$ cat src/rtl/divide_pkg.sv
// Shared types and constants for the divide arbiter and its divider.
package divide_pkg;

    typedef enum logic [2:0] {
        IDLE,
        LAUNCH,
        WAIT,
        PAD,
        RESP
    } state_t;

    typedef logic owner_t;

    localparam int unsigned MAX_WIDTH = 64;

    // Quotient reported for a zero divisor: all ones at the given width.
    function automatic logic [MAX_WIDTH-1:0] DIV_ZERO_Q(input int unsigned width);
        return (width >= MAX_WIDTH) ? '1 : ((MAX_WIDTH'(1) << width) - MAX_WIDTH'(1));
    endfunction

endpackage

$ cat src/rtl/Divide.sv
// Restoring shift-subtract divider. A divisor larger than the dividend
// short-circuits to finish on the next cycle, so latency is data-dependent.
module Divide #(
    parameter int unsigned WIDTH = 8
) (
    input  logic             clk,
    input  logic             rst_n,
    input  logic             start,
    input  logic [WIDTH-1:0] dividend,
    input  logic [WIDTH-1:0] divisor,
    output logic             finish,
    output logic [WIDTH-1:0] quotient,
    output logic [WIDTH-1:0] remainder
);

    localparam int unsigned SW = $clog2(WIDTH);

    logic [WIDTH-1:0] quo;
    logic [WIDTH-1:0] rem;
    logic [WIDTH-1:0] dvs;
    logic [SW-1:0]    step;
    logic             active;
    logic [WIDTH:0]   rem_sh;
    logic [WIDTH:0]   rem_sub;

    // rem < dvs keeps the difference below 2^WIDTH, so bit WIDTH is the borrow.
    always_comb begin
        rem_sh  = {rem, quo[WIDTH-1]};
        rem_sub = rem_sh - {1'b0, dvs};
    end

    always_ff @(posedge clk or negedge rst_n) begin
        if (!rst_n) begin
            quo    <= '0;
            rem    <= '0;
            dvs    <= '0;
            step   <= '0;
            active <= 1'b0;
            finish <= 1'b0;
        end else begin
            finish <= 1'b0;
            if (start) begin
                dvs  <= divisor;
                step <= '0;
                if (divisor > dividend) begin
                    quo    <= '0;
                    rem    <= dividend;
                    active <= 1'b0;
                    finish <= 1'b1;
                end else begin
                    quo    <= dividend;
                    rem    <= '0;
                    active <= 1'b1;
                end
            end else if (active) begin
                if (!rem_sub[WIDTH]) begin
                    rem <= rem_sub[WIDTH-1:0];
                    quo <= {quo[WIDTH-2:0], 1'b1};
                end else begin
                    rem <= rem_sh[WIDTH-1:0];
                    quo <= {quo[WIDTH-2:0], 1'b0};
                end
                step <= step + 1'b1;
                if (step == SW'(WIDTH - 1)) begin
                    active <= 1'b0;
                    finish <= 1'b1;
                end
            end
        end
    end

    assign quotient  = quo;
    assign remainder = rem;

endmodule

$ cat src/rtl/divide_arbiter.sv
// Round-robin front end sharing one Divide between two requesters, with
// optional constant-time padding of every response.
module divide_arbiter
    import divide_pkg::*;
#(
    parameter int unsigned WIDTH   = 8,
    parameter int unsigned MAX_LAT = WIDTH + 2,
    parameter logic        CT_EN   = 1'b1
) (
    input  logic             clk,
    input  logic             rst_n,
    input  logic             req_valid_0,
    input  logic             req_valid_1,
    output logic             req_ready_0,
    output logic             req_ready_1,
    input  logic [WIDTH-1:0] dividend_0,
    input  logic [WIDTH-1:0] dividend_1,
    input  logic [WIDTH-1:0] divisor_0,
    input  logic [WIDTH-1:0] divisor_1,
    output logic             rsp_valid_0,
    output logic             rsp_valid_1,
    output logic [WIDTH-1:0] quotient_0,
    output logic [WIDTH-1:0] quotient_1,
    output logic [WIDTH-1:0] remainder_0,
    output logic [WIDTH-1:0] remainder_1,
    output logic             busy,
    output logic             err
);

    localparam int unsigned      CW      = $clog2(MAX_LAT + 1);
    localparam logic [CW-1:0]    CNT_MAX = CW'(MAX_LAT);
    localparam logic [CW-1:0]    CNT_TMO = CW'(MAX_LAT - 1);
    localparam logic [WIDTH-1:0] ZERO_Q  = WIDTH'(DIV_ZERO_Q(WIDTH));

    state_t           state;
    state_t           state_nx;
    owner_t           ptr;
    owner_t           grant;
    owner_t           owner;
    logic             sel_valid;
    logic             accept;
    logic             timeout;
    logic [WIDTH-1:0] sel_dividend;
    logic [WIDTH-1:0] sel_divisor;
    logic [WIDTH-1:0] op_a;
    logic [WIDTH-1:0] op_b;
    logic [WIDTH-1:0] res_q;
    logic [WIDTH-1:0] res_r;
    logic [CW-1:0]    cnt;
    logic             div_start;
    logic             div_finish;
    logic [WIDTH-1:0] div_q;
    logic [WIDTH-1:0] div_r;

    // cnt equals the number of cycles since the launch/bypass cycle, so the
    // timeout fires one count early to keep PAD's exit on CNT_MAX fixed.
    always_comb begin
        grant = ptr;
        if ((ptr && !req_valid_1) || (!ptr && !req_valid_0)) begin
            grant = ~ptr;
        end
        sel_valid    = grant ? req_valid_1 : req_valid_0;
        sel_dividend = grant ? dividend_1  : dividend_0;
        sel_divisor  = grant ? divisor_1   : divisor_0;
        accept       = (state == IDLE) && sel_valid;
        req_ready_0  = (state == IDLE) && !grant;
        req_ready_1  = (state == IDLE) && grant;
        timeout      = (state == WAIT) && !div_finish && (cnt == CNT_TMO);
        div_start    = (state == LAUNCH);
        busy         = (state != IDLE);
        rsp_valid_0  = (state == RESP) && !owner;
        rsp_valid_1  = (state == RESP) && owner;

        state_nx = state;
        case (state)
            IDLE:    if (accept) state_nx = (sel_divisor == '0) ? PAD : LAUNCH;
            LAUNCH:  state_nx = WAIT;
            WAIT:    if (div_finish || (cnt == CNT_TMO)) state_nx = PAD;
            PAD:     if (!CT_EN || (cnt == CNT_MAX)) state_nx = RESP;
            RESP:    state_nx = IDLE;
            default: state_nx = IDLE;
        endcase
    end

    always_ff @(posedge clk or negedge rst_n) begin
        if (!rst_n) begin
            state       <= IDLE;
            ptr         <= 1'b0;
            owner       <= 1'b0;
            op_a        <= '0;
            op_b        <= '0;
            res_q       <= '0;
            res_r       <= '0;
            cnt         <= '0;
            err         <= 1'b0;
            quotient_0  <= '0;
            remainder_0 <= '0;
            quotient_1  <= '0;
            remainder_1 <= '0;
        end else begin
            state <= state_nx;
            if (state == IDLE) begin
                cnt <= '0;
            end else if (cnt != CNT_MAX) begin
                cnt <= cnt + 1'b1;
            end

            // Preload the bypass result; a launched division overwrites it.
            if (accept) begin
                owner <= grant;
                ptr   <= ~grant;
                op_a  <= sel_dividend;
                op_b  <= sel_divisor;
                res_q <= ZERO_Q;
                res_r <= sel_dividend;
            end

            if ((state == WAIT) && div_finish) begin
                res_q <= div_q;
                res_r <= div_r;
            end

            if (timeout) begin
                err   <= 1'b1;
                res_q <= '0;
                res_r <= '0;
            end

            if ((state == PAD) && (state_nx == RESP)) begin
                if (owner) begin
                    quotient_1  <= res_q;
                    remainder_1 <= res_r;
                end else begin
                    quotient_0  <= res_q;
                    remainder_0 <= res_r;
                end
            end
        end
    end

    Divide #(
        .WIDTH(WIDTH)
    ) u_divide (
        .clk      (clk),
        .rst_n    (rst_n),
        .start    (div_start),
        .dividend (op_a),
        .divisor  (op_b),
        .finish   (div_finish),
        .quotient (div_q),
        .remainder(div_r)
    );

endmodule

$ cat config.mk
export PLATFORM = sky130hd
export DESIGN_NAME = divide_arbiter
export DESIGN_NICKNAME = d
export VERILOG_FILES = /design/src/rtl/divide_pkg.sv /design/src/rtl/Divide.sv /design/src/rtl/divide_arbiter.sv
export SDC_FILE = /design/constraint.sdc
export NUM_CORES = 1
export LEC_CHECK = 0
export ABC_AREA = 1
export BUFFER_PORTS_ARGS = -buffer_cell sky130_fd_sc_hd__buf_4
export CAP_MARGIN = 5
export CORE_ASPECT_RATIO = 0.8
export CORE_MARGIN = 2
export CORE_UTILIZATION = 60
export CTS_CLUSTER_SIZE = 24
export DETAILED_ROUTE_END_ITERATION = 12
export MAX_ROUTING_LAYER = met4
export PLACE_DENSITY = 0.95
export SYNTH_ARGS = -nofsm -noshare
export SYNTH_HDL_FRONTEND = slang
export SYNTH_SLANG_ARGS = --single-unit
$ cat constraint.sdc
create_clock -name clk -period 3.2 [get_ports clk]
set_clock_uncertainty 0.05 [all_clocks]
set_input_delay 0.96 -clock clk [delete_from_list [all_inputs] [get_ports clk]]
set_output_delay 0.96 -clock clk [all_outputs]
set_load 0.02 [all_outputs]
* After elaboration in Yosys (flattened, before gate mapping)
Cells that the tools add are included.
** Cells by class
- Add/subtract/negate cells :: 3
- $lt $le $gt $ge :: 1
- Equality and inequality tests :: 9
- Multiplexer cells :: 35
- Bitwise logic cells :: 3
- Reductions and logical operators :: 27
** Operators with widths (number)
- 8-bit two-way mux :: 15
- 3-bit two-way mux :: 5
- 3-bit case mux with 4 select lines :: 1
- 1-bit logical AND :: 11
- 1-bit two-way mux :: 11
- 3-bit equality test (second input constant) :: 3
- 9-bit by 8-bit subtractor with 9-bit output :: 1
- 4-bit equality test (second input constant) :: 2
- 8-bit greater-than comparator :: 1
- 8-bit logical NOT :: 1
- 4-bit two-way mux :: 2
- 3-bit by 2-bit equality test with 1-bit output (second input constant) :: 2
- 1-bit logical NOT :: 6
- 3-bit nonzero test :: 2
- 4-bit by 1-bit adder with 4-bit output (second input constant) :: 1
- 4-bit inequality test (second input constant) :: 1
- 2-bit AND reduction :: 2
- 2-bit nonzero test :: 2
- 3-bit by 1-bit adder with 3-bit output (second input constant) :: 1
- 3-bit by 1-bit equality test with 1-bit output (second input constant) :: 1
- 3-bit logical NOT :: 1
- 1-bit inverter :: 3
- 1-bit logical OR :: 2
- 2-bit two-way mux :: 1
** Storage, ports and cells
- Bits in registers :: 103
- Input port bits :: 36
- Output and inout port bits :: 38
- Logic and storage cells :: 97

* Depth between registers and ports, before layout
Gate-level depths: netlist of run 1.
- Word-level depth :: 12
- Gate-level depth with buffers :: 13

* Cells and area by module
Synthesis of run 1 repeated with hierarchy kept, for this count alone.
** Unflattened totals
- Cell total of the unflattened synthesis :: 654
- Area, all modules :: 5416.4 sq um
** By module, submodules not included
- divide_arbiter :: times used 1, cells each 376, area an instance 3303.2 sq um
- Divide :: times used 1, cells each 278, area an instance 2113.3 sq um

* Worst setup path before layout of run 1
No wires, ideal clock.
- Path type :: input -> output
- Start :: input port req_valid_1
- End :: output port req_ready_0
- Data arrival time :: 1675 ps
- Required time :: 2190 ps
- Setup slack :: 515 ps
- Cell stages on the path :: 5
- Path buffers :: 1
- Cells stage by stage :: nand2_1 -> o21a_1 -> inv_1 -> buf_2 -> nor2_1
** On the way
- Cells in the longest elaborated chain, start to end :: 6
** Ends and longest elaborated chain
- from (decl) :: RTL line divide_arbiter.sv:13 : input logic req_valid_1,
- 1-bit logical NOT :: RTL line divide_arbiter.sv:59 : if ((ptr && !req_valid_1) || (!ptr && !req_valid_0)) begin
- 1-bit logical AND :: RTL line divide_arbiter.sv:59
- 1-bit logical OR :: RTL line divide_arbiter.sv:59
- 1-bit two-way mux :: RTL line divide_arbiter.sv:59
- 1-bit logical NOT :: RTL line divide_arbiter.sv:66 : req_ready_0 = (state == IDLE) && !grant;
- 1-bit logical AND :: RTL line divide_arbiter.sv:66
- to (decl) :: RTL line divide_arbiter.sv:14 : output logic req_ready_0,
No other way between the ends.

* Worst setup path in the final report of run 1
Ends and elaborated chain as after synthesis.

==> results.sh, run 1 <==
export IMPL_hold_viol_final=0
export IMPL_nNetsFinal=747
export IMPL_cts_tree="yes"
export IMPL_portBuffers=73
export IMPL_area_growth_pct=15.84
export IMPL_grt_first_pass_wirelength_mm=20.55
export IMPL_rows=30
export IMPL_r2r_start="u_divide.quotient[7]$_DFFE_PN0P_"
export IMPL_layout_common_cells="nand2_1, dfrtp_1, inv_1, buf_4, o21ai_1"
export IMPL_vias=4459
export IMPL_ios=74
export IMPL_required_ns=2.19
export IMPL_fp_dieH_um=87.01
export IMPL_critPathLaunchType="input port"
export IMPL_crit_chain="buf_4 > nand2_1 > o21a_1 > inv_1 > nor2_1 > buf_4"
export IMPL_ys_seq_area_share_pct=49.88
export IMPL_antenna_found_initial=0
export IMPL_endpoint="req_ready_0"
export IMPL_clock_sinks=103
export IMPL_syn_area_um2=5167
export IMPL_critPathSlowestCell="o21a_1"
export IMPL_drv_cap=0
export IMPL_rsz0062_at_grt="no"
export IMPL_grt_use_total_pct=29.18
export IMPL_setup_tns_ns=0
export IMPL_synth_cells=621
export IMPL_synth_edf_count=0
export IMPL_fill_cells=619
export IMPL_drt_wl_total_mm=12.48
export IMPL_final_common_cell="nand2_1"
export IMPL_ys_ff_latch=103
export IMPL_antenna_cells=0
export IMPL_grt_pass1_vias=4241
export IMPL_worstPathMaxFanout=10
export IMPL_period_share_pct=87.19
export IMPL_drtIter0Drc=322
export IMPL_path_class="in -> out"
export IMPL_clk_latency_ns=0.36
export IMPL_power_density_nw_per_um2=1073
export IMPL_crit_path_start="req_valid_1"
export IMPL_ant_nets=0
export IMPL_start_util_pct=61.46
export IMPL_finalSetupViolations=0
export IMPL_reg2reg_to="u_divide.remainder[3]$_DFFE_PN0P_"
export IMPL_r2r_slack_ns=0.79
export IMPL_relSlewSlack_pct=59.97
export IMPL_cp_arrival_ns=1.78
export IMPL_finalMaxSlewViolations=0
export IMPL_cts_buffer_depth=2
export IMPL_status="finished, final reports clean"
export IMPL_post_cts_buffers=0
export IMPL_firstDrtPassIters=5
export IMPL_min_period_ns=2.790
export IMPL_clk_pin_slew_worst_paths_ns=0.11
export IMPL_leakagePower_nw=3.133
export IMPL_fmax_mhz=358.4
export IMPL_grt_max_degree=76
export IMPL_gp_congestion=0.9367
export IMPL_synthDistinctLibCells=35
export IMPL_ys_warn_count=0
export IMPL_reg2reg_depth=12
export IMPL_die_area_um2=9375
export IMPL_grt_overflow_total=0
export IMPL_synth_net_count=679
export IMPL_core_area_um2=8408
export IMPL_drive_gt1_share_pct=17.60
export IMPL_min_path_type="in -> async"
export IMPL_htreeDepth=3
export IMPL_clk_root_buffer_cell="clkbuf_8"
export IMPL_crit_top_cell="buf_4"
export IMPL_avgRoutedWirePerCell_um=15.50
export IMPL_async_flop_share_pct=100.0
export IMPL_postCtsResizedCells=0
export IMPL_endpoint_kind="primary output"
export IMPL_ys_flop_type="dfrtp_1"
export IMPL_cts_buffers=9
export IMPL_max_stage_delay_ns=0.29
export IMPL_drt_vias_per_instance=5.539
export IMPL_tightest_slew_ns=0.5984
export IMPL_p_total_mw=6.423
export IMPL_place_hpwl_mm=9.035
export IMPL_vdd_drop_max_mv=0.5161
export IMPL_avgSynthCellArea_um2=8.321
export IMPL_die_x_um=107.8
export IMPL_drc=0
export IMPL_ctsHoldBuffers=0
-- worst max-delay path: cells and delay by family --
| kind | cells | cell delay, ns |
|---|---|---|
| compound gates | 1 | 0.29 |
| buf+inv | 3 | 0.36 |
| simple gates | 2 | 0.16 |
-- registers in the layout, indices dropped and copies added (netlist names) --
name and count:
op_a 8, op_b 8, quotient_0 8, quotient_1 8, remainder_0 8, remainder_1 8
res_q 8, res_r 8, u_divide.dvs 8, u_divide.quotient 8, u_divide.remainder 8, cnt 4
state 3, u_divide.step 3, err 1, owner 1, ptr 1, u_divide.active 1
u_divide.finish 1
-- Yosys cell counts (2+ instances only) --
cell type | instances | area share (%)
a21oi_1 | 20 | 1.9
buf_2 | 15 | 1.5
clkbuf_1 | 5 | 0.36
dfrtp_1 | 103 | 50
ha_1 | 21 | 5.1
inv_1 | 82 | 6.0
inv_2 | 6 | 0.44
nand2_1 | 155 | 11
nand2_2 | 5 | 0.61
nand3_1 | 31 | 3.0
nand3b_1 | 5 | 0.73
nand4_1 | 5 | 0.61
nor2_1 | 27 | 2.0
nor2_4 | 2 | 0.44
o2111ai_1 | 4 | 0.68
o21ai_0 | 45 | 4.4
o21ai_1 | 52 | 5.0
o21bai_1 | 2 | 0.29
o22ai_1 | 11 | 1.3
or2_2 | 8 | 0.97
xnor2_1 | 3 | 0.51
-- stage by stage --
step           area (µm²)  cells  util, %  worst slack [ns]  hold WS, ns
6_report             5986    805    71.19            0.4099       0.4364
5_1_grt              5986    805    71.19            0.3435       0.4487
4_1_cts              5986    805    71.19            0.4295       0.4392
3_5_place_dp         5807    790    69.06            0.4304       0.4240
3_3_place_gp         5807    790    69.06            0.4675       0.4099
2_1_floorplan        5167    621        -            0.5150       0.3959
-- worst min path at each step --
stage	startpoint	end	slack (ns)	cells past startpoint
3_3_place_gp	u_divide.step[1]$_DFFE_PN0P_	u_divide.step[1]$_DFFE_PN0P_	0.41	2
5_1_grt	rst_n	remainder_0[2]$_DFFE_PN0P_	0.45	1
2_1_floorplan	u_divide.step[1]$_DFFE_PN0P_	u_divide.step[1]$_DFFE_PN0P_	0.40	2
4_1_cts	rst_n	quotient_0[7]$_DFFE_PN0P_	0.44	1
3_5_place_dp	u_divide.step[1]$_DFFE_PN0P_	u_divide.step[1]$_DFFE_PN0P_	0.42	2
6_report	rst_n	quotient_0[7]$_DFFE_PN0P_	0.44	1
-- cells by family (layout without fill, tap and decap cells) --
| family | Yosys count | count (layout) | synth area share [%] |
|---|---|---|---|
| DFF | 103 | 103 | 49.88 |
| and+or+nand+nor | 244 | 244 | 21.09 |
| buffers and inverters | 109 | 181 | 8.305 |
| xor gates and xnor gates | 4 | 4 | 0.6781 |
| adders and majority gates | 22 | 22 | 5.472 |
| AOI/OAI and AO/OA | 139 | 139 | 14.58 |
-- power breakdown --
group          switching [mW]  total (mW)  leakage, nW  internal, mW
clock network           0.480       0.772       0.0853         0.293
logic                    2.11        3.36         1.75          1.25
registers               0.439        2.29         1.30          1.85
-- area by class of cell --
| cell class | count | area, µm² | share of cell area [%] |
|---|---|---|---|
| inverters | 88 | 330.3 | 5.518 |
| clock buffers | 9 | 123.9 | 2.069 |
| flip-flops and latches | 103 | 2577 | 43.06 |
| well taps | 112 | 140.1 | 2.341 |
| multi-input cells | 409 | 2161 | 36.10 |
| repair buffers | 78 | 598.1 | 9.992 |
| clock inverters | 6 | 55.05 | 0.9197 |
-- per-layer routing --
layer / vias up / part of all wire (%) / wire length [µm] / track usage [%]
met5: - / 0 / 0 / -
met4: 0 / 1.9 / 242 / 8.392
met3: 19 / 5.3 / 664 / 4.413
met2: 184 / 49 / 6063 / 48.48
met1: 2115 / 44 / 5504 / 37.67
li1: 2141 / - / - / -
Power figures use the tool's default switching activity.
==> run 2: changes to the inputs <==
- SYNTH_HIERARCHICAL: not set -> 1
==> results.sh, run 2 <==
export IMPL_status="finished, final reports clean"
export IMPL_drt_vias_per_instance=5.787
export IMPL_grt_use_total_pct=31.35
export IMPL_layout_common_cells="nand2_1, dfrtp_1, inv_1, o21ai_0, buf_4"
export IMPL_grt_pass1_vias=4800
export IMPL_clock_sinks=103
export IMPL_hold_depth=1
export IMPL_ys_top_cells_by_area="dfrtp_1, nand2_1, o21ai_0"
export IMPL_yosys_area_share_simple_pct=25.29
export IMPL_nNetsFinal=781
export IMPL_finalSetupViolations=0
export IMPL_postCtsResizedCells=0
export IMPL_grt_met2_usage_pct=50.47
export IMPL_ys_seq_area_share_pct=47.59
export IMPL_antenna_found_initial=0
export IMPL_ys_flop_type="dfrtp_1"
export IMPL_ys_warn_count=6
export IMPL_fill_cells=575
export IMPL_dp_slack_ns=0.6045
export IMPL_synth_cells=654
export IMPL_synth_top_family_by_area="simple AND/OR/NAND/NOR gates"
export IMPL_endpoint_kind="primary output"
export IMPL_synthDistinctLibCells=36
export IMPL_tightest_slew_ns=1.006
export IMPL_core_area_um2=8633
export IMPL_power_density_nw_per_um2=1141
export IMPL_place_hpwl_mm=9.622
export IMPL_critPathSlowestCell="buf_4"
export IMPL_rsz0062_at_grt="no"
export IMPL_synth_edf_count=0
export IMPL_syn_area_um2=5416
export IMPL_rows=30
export IMPL_gr_usage_met1_pct=39.59
export IMPL_finalMaxSlewViolations=0
export IMPL_cts_tree="yes"
export IMPL_final_common_cell="nand2_1"
export IMPL_async_flop_share_pct=100.0
export IMPL_fp_dieH_um=88.98
export IMPL_critPathLaunchType="input port"
export IMPL_reg2reg_depth=12
export IMPL_ios=74
export IMPL_r2r_start="u_divide/quotient[7]$_DFFE_PN0P_"
export IMPL_min_period_ns=2.607
export IMPL_yosysMostFrequentCell="nand2_1"
export IMPL_synthMuxAreaShare_pct=0
export IMPL_path_class="in -> out"
export IMPL_vdd_drop_max_mv=0.5585
export IMPL_drt_wl_total_mm=13.93
export IMPL_grt_first_pass_wirelength_mm=22.74
export IMPL_fmax_mhz=383.6
export IMPL_min_from="err$_DFFE_PN0P_"
export IMPL_worstPathMaxFanout=4
export IMPL_seqCellArea_um2=2577
export IMPL_hold_viol_final=0
export IMPL_dpl_cell_count=824
export IMPL_synth_net_count=712
export IMPL_die_area_um2=9808
export IMPL_path_buf_inv=3
export IMPL_clk_latency_ns=0.35
export IMPL_clk_root_buffer_cell="clkbuf_16"
export IMPL_synthXorXnorAreaFrac_pct=0.4851
export IMPL_cp_arrival_ns=1.60
export IMPL_drive_gt1_share_pct=19.64
export IMPL_drc=0
export IMPL_antenna_cells=0
export IMPL_use_met3_pct=5.612
export IMPL_setup_ws_ns=0.5931
export IMPL_p_total_mw=7.284
export IMPL_synth_compound_area_share_pct=13.19
export IMPL_synth_top_area_share_pct=47.59
export IMPL_vias=4861
export IMPL_grt_overflow_total=0
export IMPL_gp_congestion=0.9067
export IMPL_portBuffers=73
export IMPL_period_share_pct=81.47
export IMPL_area_growth_pct=17.81
export IMPL_top_usage_layer="met2"
export IMPL_cts_buffers=9
export IMPL_instances_no_fill=840
export IMPL_ctsHoldBuffers=0
export IMPL_die_x_um=110.2
export IMPL_cts_buffer_depth=2
export IMPL_relSlewSlack_pct=32.80
export IMPL_crit_chain="buf_4 > inv_1 > nand2_1 > nand2_1 > nor2_1 > buf_4"
export IMPL_start_util_pct=62.74
export IMPL_reg2reg_to="u_divide/remainder[0]$_DFFE_PN0P_"
export IMPL_multi_input_area_um2=2399
export IMPL_synth_adder_area_share_pct=5.221
export IMPL_firstDrtPassIters=5
export IMPL_avgRoutedWirePerCell_um=16.59
export IMPL_setup_tns_ns=0
export IMPL_avgSynthCellArea_um2=8.282
export IMPL_cp_top_family="buffers and inverters"
export IMPL_worstHoldEndpoint="err$_DFFE_PN0P_"
export IMPL_synth_largest_area_cell="dfrtp_1"
export IMPL_required_ns=2.19
export IMPL_clk_pin_slew_worst_paths_ns=0.07
export IMPL_drtIter0Drc=573
export IMPL_drv_cap=0
export IMPL_r2r_slack_ns=0.93
export IMPL_ys_ff_latch=103
export IMPL_synthTopCellsByCount="nand2_1, dfrtp_1, inv_1"
export IMPL_post_cts_buffers=0
export IMPL_min_path_type="reg -> reg"
export IMPL_htreeDepth=3
export IMPL_leakagePower_nw=3.302
export IMPL_grt_max_degree=62
export IMPL_max_stage_delay_ns=0.15
export IMPL_ant_nets=0
[run 2: cell types whose count changed after synthesis, sizes merged, moves of 3 or more]
cell / before / now
nand2: 161 / 183
nand3b: 5 / 16
o22ai: 11 / 0
nand3: 32 / 39
a21oi: 21 / 15
nor2: 29 / 35
buf: 15 / 11
inv: 88 / 92
nand4: 6 / 2
o21ai: 98 / 102
clkbuf: 6 / 9
o2111ai: 4 / 7
or2: 9 / 12
[run 2: through the flow]
stage,util (%),hold WS [ns],area (µm²)
final,73.91,0.4354,6381
after global routing,73.91,0.4622,6381
after CTS,73.91,0.4401,6381
after detailed placement,70.25,0.4238,6065
after global placement,70.25,0.4106,6065
after floorplan,-,0.3959,5416
[run 2: how the worst max path moves through the flow]
| stage | slack, ns | cells after the start | startpoint | end |
|---|---|---|---|---|
| 3_5_place_dp | 0.60 | 6 | req_valid_1 | req_ready_1 |
| 4_1_cts | 0.60 | 6 | req_valid_1 | req_ready_1 |
| 2_1_floorplan | 0.53 | 5 | req_valid_1 | req_ready_1 |
| 3_3_place_gp | 0.63 | 6 | req_valid_1 | req_ready_1 |
| 5_1_grt | 0.56 | 6 | req_valid_1 | req_ready_1 |
| 6_report | 0.59 | 6 | req_valid_1 | req_ready_1 |
[run 2: worst register-to-register path, stage by stage (launching register included)]
cell and delay (ns):
dfrtp_1 0.38, inv_1 0.10, ha_1 0.25, fa_1 0.41, inv_1 0.08, nand2_1 0.05, nand2_1 0.16, nand3_4 0.13
nand2_4 0.11, nand2_4 0.09, nand3_1 0.10, nand3_1 0.11, a21oi_1 0.18
[run 2: power breakdown]
part / switching, mW / leakage (nW) / internal, mW
Combinational: 2.38 / 1.90 / 1.39
Clock: 0.512 / 0.151 / 0.624
Sequential: 0.464 / 1.25 / 1.92
[run 2: cells by family after synthesis]
logic type      count (synthesis)
simple gates                  288
compound gates                126
buf+inv                       112
flops                         103
fa+ha+maj                      22
xor+xnor                        3
[run 2: routing by layer]
| metal | wire (µm) | vias to the layer above |
|---|---|---|
| met5 | 0 | - |
| met4 | 521 | 0 |
| met3 | 1225 | 63 |
| met2 | 6708 | 269 |
| met1 | 5476 | 2298 |
| li1 | - | 2231 |
[run 2: layout make-up]
cell class                      instances  share of cell area, %
Timing Repair Buffer                   78                  9.373
Inverter                               92                  5.490
Clock inverter                          7                  1.431
Multi-Input combinational cell        439                  37.59
Clock buffer                            9                  3.529
Sequential cell                       103                  40.39
Tap cell                              112                  2.196
==> run 3: changes to the inputs <==
- ABC_AREA: 1 -> 0
- CORE_UTILIZATION: 60 -> 57
- PLACE_DENSITY: 0.95 -> 0.91
- clock period: 3.2 -> 2.7 ns (I/O delays scaled with it)
==> results.sh, run 3 <==
export IMPL_status="finished with violations"
export IMPL_violations="negative setup slack"
export IMPL_min_path_type="in -> async"
export IMPL_rows=31
export IMPL_ys_ff_latch=103
export IMPL_ys_warn_count=6
export IMPL_path_class="reg -> reg"
export IMPL_fp_dieH_um=89.30
export IMPL_clk_pin_slew_worst_paths_ns=0.07
export IMPL_syn_area_um2=5184
export IMPL_finalMaxSlewViolations=0
export IMPL_synthTopCellsByCount="dfrtp_1, nand2_1, mux2_2"
export IMPL_antenna_cells=0
export IMPL_power_density_nw_per_um2=1305
export IMPL_dpl_cell_count=647
export IMPL_ys_flop_type="dfrtp_1"
export IMPL_use_met3_pct=5.966
export IMPL_period_share_pct=101.8
export IMPL_grt_use_total_pct=27.70
export IMPL_gr_usage_met1_pct=36.21
export IMPL_layout_common_cells="dfrtp_1, buf_4, nand2_1, mux2_2, o21ai_0"
export IMPL_die_area_um2=9878
export IMPL_critPathLaunchType="flop"
export IMPL_start_util_pct=57.86
export IMPL_cts_buffers=9
export IMPL_grt_first_pass_wirelength_mm=20.67
export IMPL_antenna_found_initial=0
export IMPL_required_ns=2.91
export IMPL_nNetsFinal=607
export IMPL_ios=74
export IMPL_synthDistinctLibCells=61
export IMPL_cts_buffer_depth=2
export IMPL_crit_chain="inv_2 > ha_4 > fa_2 > nor2b_1 > o21a_1 > a31o_4 > o41ai_4 > xnor2_4 > buf_12 > mux2_4 > o21ai_2"
export IMPL_instances_no_fill=669
export IMPL_htreeDepth=3
export IMPL_drt_wl_total_mm=13.20
export IMPL_synth_cells=468
export IMPL_drv_cap=0
export IMPL_firstDrtPassIters=5
export IMPL_ys_seq_area_share_pct=49.72
export IMPL_drive_gt1_share_pct=29.78
export IMPL_leakagePower_nw=3.039
export IMPL_place_hpwl_mm=8.953
export IMPL_critPathSlowestCell="o41ai_4"
export IMPL_path_buf_inv=2
export IMPL_tightest_slew_ns=0.5426
export IMPL_grt_overflow_total=0
export IMPL_grt_met2_usage_pct=44.39
export IMPL_crit_cells=11
export IMPL_worstPathMaxFanout=5
export IMPL_avgRoutedWirePerCell_um=19.73
export IMPL_fmax_mhz=363.9
export IMPL_finalSetupViolations=1
export IMPL_core_area_um2=8960
export IMPL_area_growth_pct=22.16
export IMPL_ctsHoldBuffers=0
export IMPL_drt_vias_per_instance=6.127
export IMPL_min_period_ns=2.748
export IMPL_hold_viol_final=0
export IMPL_clock_sinks=103
export IMPL_fin_util_pct=70.67
export IMPL_vdd_drop_max_mv=0.8772
export IMPL_async_flop_share_pct=100.0
export IMPL_vias=4099
export IMPL_synth_net_count=526
export IMPL_gp_congestion=0.9216
export IMPL_max_stage_delay_ns=0.48
export IMPL_clk_latency_ns=0.34
export IMPL_relSlewSlack_pct=63.61
export IMPL_synth_largest_area_cell="dfrtp_1"
export IMPL_portBuffers=73
export IMPL_die_x_um=110.6
export IMPL_grt_max_degree=51
export IMPL_yosysMostFrequentCell="dfrtp_1"
export IMPL_setup_ws_ns=-0.04800
export IMPL_ys_top_cells_by_area="dfrtp_1, mux2_2, ha_1"
export IMPL_final_common_cell="dfrtp_1"
export IMPL_synth_top_area_share_pct=49.72
export IMPL_drtIter0Drc=537
export IMPL_reg2reg_depth=11
export IMPL_top_usage_layer="met2"
export IMPL_cp_top_family="compound AO/OA/AOI/OAI gates"
export IMPL_synth_edf_count=0
export IMPL_cp_arrival_ns=2.96
export IMPL_drc=0
export IMPL_avgSynthCellArea_um2=11.08
export IMPL_rsz0062_at_grt="yes"
export IMPL_p_total_mw=8.261
export IMPL_cts_tree="yes"
export IMPL_grt_pass1_vias=3972
export IMPL_ant_nets=0
export IMPL_endpoint_kind="flop"
export IMPL_clk_root_buffer_cell="clkbuf_16"
run 3: cell types whose count changed after synthesis, sizes merged, moves of 12 or more:
cell / before / now
mux2i: 0 / 24
nor2: 35 / 20
nand2: 183 / 41
inv: 92 / 22
mux2: 0 / 35
nand3: 39 / 12
nand3b: 16 / 4
o21ai: 102 / 41
run 3: final timing paths:
| kind | startpoint | to | slack (ns) |
|---|---|---|---|
| max in group asynchronous | rst_n | u_divide/remainder[1]$_DFFE_PN0P_ | 1.56 |
| worst max-delay path | u_divide/quotient[7]$_DFFE_PN0P_ | u_divide/remainder[1]$_DFFE_PN0P_ | -0.05 |
| worst min-delay path | rst_n | u_divide/dvs[3]$_DFFE_PN0P_ | 0.36 |
| worst max register to register | u_divide/quotient[7]$_DFFE_PN0P_ | u_divide/remainder[1]$_DFFE_PN0P_ | -0.05 |
| min in group clk | quotient_0[4]$_DFFE_PN0P_ | quotient_0[4]$_DFFE_PN0P_ | 0.46 |
| worst min register to register | quotient_0[4]$_DFFE_PN0P_ | quotient_0[4]$_DFFE_PN0P_ | 0.46 |
run 3: worst register-to-register path: cells and delay by family, from the launching register on:
family,cells,cell delay (ns)
AO/OA/AOI/OAI,4,1.05
flip-flops,1,0.40
adder cells (fa/ha/maj),2,0.36
multiplexers,1,0.31
buffers and inverters,2,0.25
XOR/XNOR,1,0.20
AND/OR/NAND/NOR,1,0.05
run 3: area by class of cell:
class,count,area (µm²)
flip-flops and latches,103,2577
inverters,22,82.58
repair buffers,93,740.7
fillers,613,2628
multi-input cells,320,2459
clock buffers,10,229.0
well taps,115,143.9
clock inverters,6,100.1
run 3: per-layer routing:
layer	up-vias	share of wire (%)
li1	1828	-
met1	2022	42
met2	202	47
met3	47	7.2
met4	0	2.9
met5	-	0
run 3: kinds of logic after synthesis:
family | count (synthesis) | synth area share, %
AND/OR/NAND/NOR | 115 | 11.78
AO/OA/AOI/OAI | 113 | 14.27
flip-flops | 103 | 49.72
multiplexers | 59 | 12.38
buffers and inverters | 45 | 4.176
adder cells (fa/ha/maj) | 22 | 5.455
XOR/XNOR | 11 | 2.221
run 3: power by group:
group | internal (mW) | switching (mW)
Clock | 0.831 | 0.587
Sequential | 2.13 | 0.623
Combinational | 2.01 | 2.08
run 3: what timing repair did:
action	in CTS	in global routing
gates resized for setup	0	7
endpoints found under the setup margin	0	7
buffers inserted	0	5
run 3: per-stage QoR:
step | setup WS [ns] | hold slack [ns] | TNS, ns | instance area [µm²]
after floorplan | 0.1119 | 0.3745 | 0 | 5184
after global placement | 0.1974 | 0.4286 | 0 | 5879
after detailed placement | 0.09204 | 0.4317 | 0 | 5879
after CTS | 0.02076 | 0.3719 | 0 | 6208
after global routing | -0.08985 | 0.3907 | -0.3929 | 6332
final | -0.04800 | 0.3630 | -0.04800 | 6332
